**src/rtl/ahb_params_pkg.sv**
```systemverilog
// Shared AHB encodings and the error-slave state type.
package ahb_params_pkg;

   localparam logic [1:0] HTRANS_IDLE   = 2'b00;
   localparam logic [1:0] HTRANS_BUSY   = 2'b01;
   localparam logic [1:0] HTRANS_NONSEQ = 2'b10;
   localparam logic [1:0] HTRANS_SEQ    = 2'b11;

   localparam logic HRESP_OKAY  = 1'b0;
   localparam logic HRESP_ERROR = 1'b1;

   typedef enum logic [1:0] {
      ES_IDLE = 2'd0,
      ES_WAIT = 2'd1,
      ES_ERR1 = 2'd2,
      ES_ERR2 = 2'd3
   } errslv_state_t;

endpackage

```
**src/rtl/ahb_sat_counter.sv**
```systemverilog
// Saturating up-counter; a clear in the same cycle as an increment yields 1.
module ahb_sat_counter #(
   parameter int WIDTH = 16
) (
   input  logic             clk,
   input  logic             rst,
   input  logic             inc,
   input  logic             clr,
   output logic [WIDTH-1:0] count
);

   logic [WIDTH-1:0] count_q, count_d, base;

   always_comb begin
      base    = clr ? '0 : count_q;
      count_d = base;
      if (inc && (base != '1))
         count_d = base + {{(WIDTH-1){1'b0}}, 1'b1};
   end

   always_ff @(posedge clk) begin
      if (rst) count_q <= '0;
      else     count_q <= count_d;
   end

   assign count = count_q;

endmodule

```
**src/rtl/ahb_error_slave_v2.sv**
```systemverilog
// AHB default slave: ERROR (or RAZ/WI OKAY) response with optional wait states
// and error diagnostics. Define AHB_ERRSLV_IRQ_EN to get a sticky err_irq flop.
module ahb_error_slave_v2
   import ahb_params_pkg::*;
#(
   parameter int ADDR_WIDTH  = 32,
   parameter int DATA_WIDTH  = 32,
   parameter int WAIT_STATES = 0,
   parameter int RESP_MODE   = 0,
   parameter int CNT_WIDTH   = 16
) (
   input  logic                  HCLK,
   input  logic                  HRESET,
   input  logic                  HSEL,
   input  logic [1:0]            HTRANS,
   input  logic [ADDR_WIDTH-1:0] HADDR,
   input  logic                  HWRITE,
   input  logic                  HREADY,
   output logic [DATA_WIDTH-1:0] HRDATA,
   output logic                  HREADYOUT,
   output logic                  HRESP,
   input  logic                  err_clr,
   output logic [CNT_WIDTH-1:0]  err_count,
   output logic [ADDR_WIDTH-1:0] last_err_addr,
   output logic                  last_err_write,
   output logic                  err_irq
);

   localparam logic [3:0] WCNT_INIT = (WAIT_STATES > 0) ? 4'(WAIT_STATES - 1) : 4'd0;
   localparam bit HAS_WAIT = (WAIT_STATES > 0);
   localparam bit ERR_MODE = (RESP_MODE == 0);

   errslv_state_t   state_q, state_d;
   logic [3:0]      wcnt_q, wcnt_d;
   logic            accept, diag_upd;
   logic [ADDR_WIDTH-1:0] addr_q;
   logic            write_q;

   // Only IDLE and ERR2 can take a new address phase.
   assign accept = HSEL && HREADY &&
                   ((HTRANS == HTRANS_NONSEQ) || (HTRANS == HTRANS_SEQ)) &&
                   ((state_q == ES_IDLE) || (state_q == ES_ERR2));
   assign diag_upd = accept && ERR_MODE;

   always_comb begin
      state_d = state_q;
      wcnt_d  = wcnt_q;
      unique case (state_q)
         ES_IDLE, ES_ERR2: begin
            state_d = ES_IDLE;
            if (accept) begin
               if (HAS_WAIT) begin
                  state_d = ES_WAIT;
                  wcnt_d  = WCNT_INIT;
               end else if (ERR_MODE) begin
                  state_d = ES_ERR1;
               end
            end
         end
         ES_WAIT: begin
            if (wcnt_q == 4'd0) state_d = ERR_MODE ? ES_ERR1 : ES_IDLE;
            else                wcnt_d  = wcnt_q - 4'd1;
         end
         ES_ERR1: state_d = ES_ERR2;
         default: state_d = ES_IDLE;
      endcase
   end

   always_ff @(posedge HCLK) begin
      if (HRESET) begin
         state_q <= ES_IDLE;
         wcnt_q  <= 4'd0;
      end else begin
         state_q <= state_d;
         wcnt_q  <= wcnt_d;
      end
   end

   assign HREADYOUT = (state_q == ES_IDLE) || (state_q == ES_ERR2);
   assign HRESP     = ((state_q == ES_ERR1) || (state_q == ES_ERR2)) ? HRESP_ERROR : HRESP_OKAY;
   assign HRDATA    = '0;

   always_ff @(posedge HCLK) begin
      if (HRESET) begin
         addr_q  <= '0;
         write_q <= 1'b0;
      end else if (diag_upd) begin
         addr_q  <= HADDR;
         write_q <= HWRITE;
      end else if (err_clr) begin
         addr_q  <= '0;
         write_q <= 1'b0;
      end
   end

   assign last_err_addr  = addr_q;
   assign last_err_write = write_q;

   ahb_sat_counter #(.WIDTH(CNT_WIDTH)) u_err_cnt (
      .clk   (HCLK),
      .rst   (HRESET),
      .inc   (diag_upd),
      .clr   (err_clr),
      .count (err_count)
   );

`ifdef AHB_ERRSLV_IRQ_EN
   logic irq_q;
   always_ff @(posedge HCLK) begin
      if (HRESET)        irq_q <= 1'b0;
      else if (diag_upd) irq_q <= 1'b1;
      else if (err_clr)  irq_q <= 1'b0;
   end
   assign err_irq = irq_q;
`else
   assign err_irq = 1'b0;
`endif

endmodule

```
**config.mk**
```make
export PLATFORM = sky130hd
export DESIGN_NAME = ahb_error_slave_v2
export DESIGN_NICKNAME = d
export VERILOG_FILES = /design/src/rtl/ahb_params_pkg.sv /design/src/rtl/ahb_sat_counter.sv /design/src/rtl/ahb_error_slave_v2.sv
export SDC_FILE = /design/constraint.sdc
export NUM_CORES = 1
export LEC_CHECK = 0
export ABC_AREA = 1
export CORE_MARGIN = 8
export CORE_UTILIZATION = 44
export CTS_BUF_LIST = sky130_fd_sc_hd__clkbuf_8
export CTS_CLUSTER_DIAMETER = 200
export CTS_CLUSTER_SIZE = 12
export DETAILED_ROUTE_END_ITERATION = 10
export GPL_TIMING_DRIVEN = 0
export PLACE_DENSITY = 0.81
export SETUP_SLACK_MARGIN = 0.02
export SLEW_MARGIN = 25
export SYNTH_ARGS = -nofsm -noshare
export SYNTH_HDL_FRONTEND = slang
export SYNTH_SLANG_ARGS = --single-unit
export TNS_END_PERCENT = 100
```
**constraint.sdc**
```tcl
create_clock -name HCLK -period 2.4 [get_ports HCLK]
set_clock_uncertainty 0.2 [all_clocks]
set_input_delay 0.6 -clock HCLK [delete_from_list [all_inputs] [get_ports HCLK]]
set_output_delay 0.6 -clock HCLK [all_outputs]
set_load 0.01 [all_outputs]
```
==> Implementation_results.wiki <==
{| class="wikitable"
! Metric !! Value
|-
| Worst flop-to-flop path startpoint || state_q[0]
|-
| Shortest period the worst path allows || 2.29 ns
|-
| Clock tree buffer depth || 2
|-
| Via total after detailed routing || 2939
|-
| Number of hold buffers added after CTS || 0
|-
| Sum of overflow across all layers after global routing || 0
|-
| Worst voltage drop across the vdd grid || 0.341 mV
|-
| Total iterations of the first detailed-routing run || 4
|-
| Power, Total || 1.77 mW
|-
| Worst hold slack across all endpoints || 0.257 ns
|-
| Syn-to-layout area delta || 41.5%
|-
| Final Core Density || 64.1%
|-
| Slew Limit Fails || 0
|-
| Worst setup path start || state_q[0]
|-
| Number of rows in the core area || 29
|-
| WP data arrival || 1.49 ns
|-
| Final GP Congestion || 0.867
|-
| Cells after synthesis || 404
|-
| Slack of the worst reg-to-reg path || 0.31 ns
|-
| Leading cell types by total area after synthesis || dfxtp_1 (38%), nand2_1 (12%), nand3_1 (8.7%)
|-
| Clock latency on the worst-skew pair || 0.32 ns
|-
| NumNets Final || 575
|-
| Share of Yosys cell area claimed by the top area cell type || 38.3%
|-
| Vias per cell || 4.83
|-
| Kind of launch point of the worst setup path || register
|-
| Setup repair after global routing missed its margin || false
|-
| Clock transition at the registers of the reported paths || 0.09 ns
|-
| Clock buffer count from CTS || 5
|-
| Post-synthesis sequential area ratio || 38.3%
|-
| Clock tree from TritonCTS || done
|-
| Number of DRC violations after detailed routing || 0
|-
| Hold Path Sink || wcnt_q[0]
|-
| TritonCTS Sinks || 55
|-
| Critical Setup Path Class || reg2out
|-
| Element type at the critical path end || output port
|-
| I/O pin count || 124
|-
| Highest net fanout along the worst path || 3
|-
| Antenna Nets Post-Route || 0
|-
| Die Outline Area || 9380 sq um
|-
| Worst Hold Launch || wcnt_q[0]
|-
| Reported max-cap violation count || 0
|-
| Post-Syn Area || 2880 sq um
|-
| Slowest-stage cell, CP || dfxtp_2
|-
| Overall die width || 96.9 um
|-
| Placed cell areas || 3980 sq um
|-
| Vertical die dimension || 96.9 um
|-
| Total detailed-routing wirelength || 8.04 mm
|-
| Maximum number of pins on one net before global-route repair || 19
|-
| Wire length of the first global-routing pass || 13.5 mm
|-
| Filler Cells Inserted || 593
|-
| CP required || 1.60 ns
|-
| Number of failing hold endpoints at the final stage || 0
|-
| Area of the core region || 6350 sq um
|-
| Count of different cell masters after synthesis || 25
|-
| Post-detailed-placement half-perimeter wirelength || 6.24 mm
|-
| R2R cell count || 11
|-
| Violation count after the first detailed-route iteration || 231
|-
| Design Area, Final || 4070 sq um
|-
| Total routing resource utilization after global routing || 16.8%
|-
| Starting density of the core || 45.3%
|-
| Hold Path Depth || 1
|-
| Cell accounting for the most synthesized area || dfxtp_1
|-
| Clock root cell || clkbuf_8
|-
| Total of buffers placed on input and output ports || 88
|-
| Antenna Cells || 0
|-
| Synthesized flop and latch total || 55
|-
| Critical path cell sequence || inv_1 > ha_1 > or2_2 > dlygate4sd2_1
|-
| CTS H-tree depth || 2
|-
| Average detailed-routed wire length per instance || 13.2 um
|-
| Average cell area after synthesis || 7.12 sq um
|-
| Initial antenna violation count || 0
|-
| Endpoint of the worst-slack reg-to-reg timing path || u_err_cnt.count[14]
|-
| Status || finished clean
|-
| Delay contributed by the slowest stage of the critical path || 0.36 ns
|-
| Fraction of layout instances using a drive strength above 1 || 13.9%
|-
| Count of synthesis-stage warnings from yosys || 0
|-
| Max Clock Freq || 436 MHz
|-
| Min-Delay Path Class || reg2reg
|-
| Number of global-route vias before repair || 2914
|-
| Areal power density over the cells || 434 nW/um^2
|-
| Leakage || 1.67 nW
|-
| Period Utilization, post-route || 95.5%
|-
| Final setup violation count || 0
|}
## kinds of logic after synthesis
kind of cell / after synthesis / share of synthesized area (%)
AO/OA/AOI/OAI: 58 / 10.7
flip-flops: 55 / 38.3
adder cells (fa/ha/maj): 4 / 1.74
other: 1 / 0.130
buffers and inverters: 87 / 16.8
AND/OR/NAND/NOR: 199 / 32.4
## cells in the mapped netlist
cell type,instances
a31oi_1,1
nor2_4,5
buf_6,2
nand2_2,2
nand3_1,50
a21oi_1,48
buf_4,33
clkbuf_8,1
nand3_4,1
nor2_1,40
a21oi_2,4
clkbuf_1,12
nor2_2,2
conb_1,1
inv_1,34
dfxtp_1,55
or2_2,1
buf_2,4
nand3_2,6
ha_1,4
nand4_1,2
inv_4,1
nand2_1,89
o21ai_0,5
nand4_4,1
## worst max-delay path by stage
stage	end	slack, ns	cells past startpoint
after floorplan	u_err_cnt.count[9]	0.47	11
after global placement	u_err_cnt.count[13]	-0.24	8
after detailed placement	u_err_cnt.count[11]	-0.24	10
after CTS	HRESP	0.09	4
after global routing	HRESP	0.04	4
final	HRESP	0.11	4
## area by class of cell
| type | count | area (sq um) | share of cell area, % |
|---|---|---|---|
| repair buffers | 88 | 881 | 21.6 |
| clock buffers | 5 | 68.8 | 1.69 |
| plain buffers | 52 | 349 | 8.57 |
| multi-input cells | 294 | 1420 | 34.8 |
| inverters | 35 | 134 | 3.29 |
| clock inverters | 3 | 22.5 | 0.553 |
| well taps | 77 | 96.3 | 2.37 |
| flip-flops and latches | 55 | 1100 | 27.1 |
## per-layer routing
layer | share of wire (%) | GRT usage (%) | routed length (um) | vias to the layer above
met3 | 9.8 | 6.76 | 790 | 11
met1 | 41 | 18.8 | 3310 | 1321
met4 | 1.4 | 4.97 | 114 | 0
li1 | - | - | - | 1483
met5 | 0 | 0 | 0 | -
met2 | 48 | 28.5 | 3820 | 124
## per-stage QoR
| stage | setup slack [ns] | TNS, ns | instances |
|---|---|---|---|
| floorplan | 0.467 | 0 | 436 |
| global placement | -0.237 | -6.93 | 601 |
| detailed placement | -0.241 | -7.22 | 601 |
| CTS | 0.0908 | 0 | 609 |
| global route | 0.0410 | 0 | 609 |
| finish | 0.107 | 0 | 609 |
## where the power goes
| group | total [mW] | switching (mW) | internal [mW] |
|---|---|---|---|
| combinational | 0.290 | 0.140 | 0.150 |
| clock | 0.537 | 0.327 | 0.210 |
| sequential | 0.942 | 0.0112 | 0.931 |
| total | 1.77 | 0.478 | 1.29 |
## layout by cell type (no fill, tap or decap), types with 2 or more instances in the layout
master | netlist | final
clkdlybuf4s50_1 | 0 | 85
buf_2 | 4 | 4
clkbuf_8 | 1 | 6
ha_1 | 4 | 4
nand3_2 | 6 | 6
inv_1 | 34 | 34
conb_1 | 1 | 33
nor2_2 | 2 | 3
nor2_1 | 40 | 39
a21oi_2 | 4 | 4
nor2_4 | 5 | 5
dlygate4sd2_1 | 0 | 2
nand2_2 | 2 | 3
dfxtp_1 | 55 | 54
nand2_1 | 89 | 88
nand3_1 | 50 | 50
o21ai_0 | 5 | 5
buf_6 | 2 | 2
a21oi_1 | 48 | 48
buf_4 | 33 | 33
nand4_1 | 2 | 2
clkbuf_1 | 12 | 12
## flip-flops by register name, summed over array words and instances, names as in the netlist
register,count
last_err_addr,32
u_err_cnt.count,16
wcnt_q,4
state_q,2
last_err_write,1
## worst max-delay path, delay by kind of cell (launching register included)
family                     cells  cell delay [ns]
buffers and inverters          2             0.35
adders and majority gates      1             0.19
and+or+nand+nor                1             0.29
DFF                            1             0.36
## what timing repair did
| item | CTS | global route |
|---|---|---|
| setup endpoints to repair | 2 | 11 |
| setup buffers | 0 | 0 |
| gates resized for setup | 3 | 3 |
| pin swaps | 0 | 0 |
(Power assumes the default switching activity.)
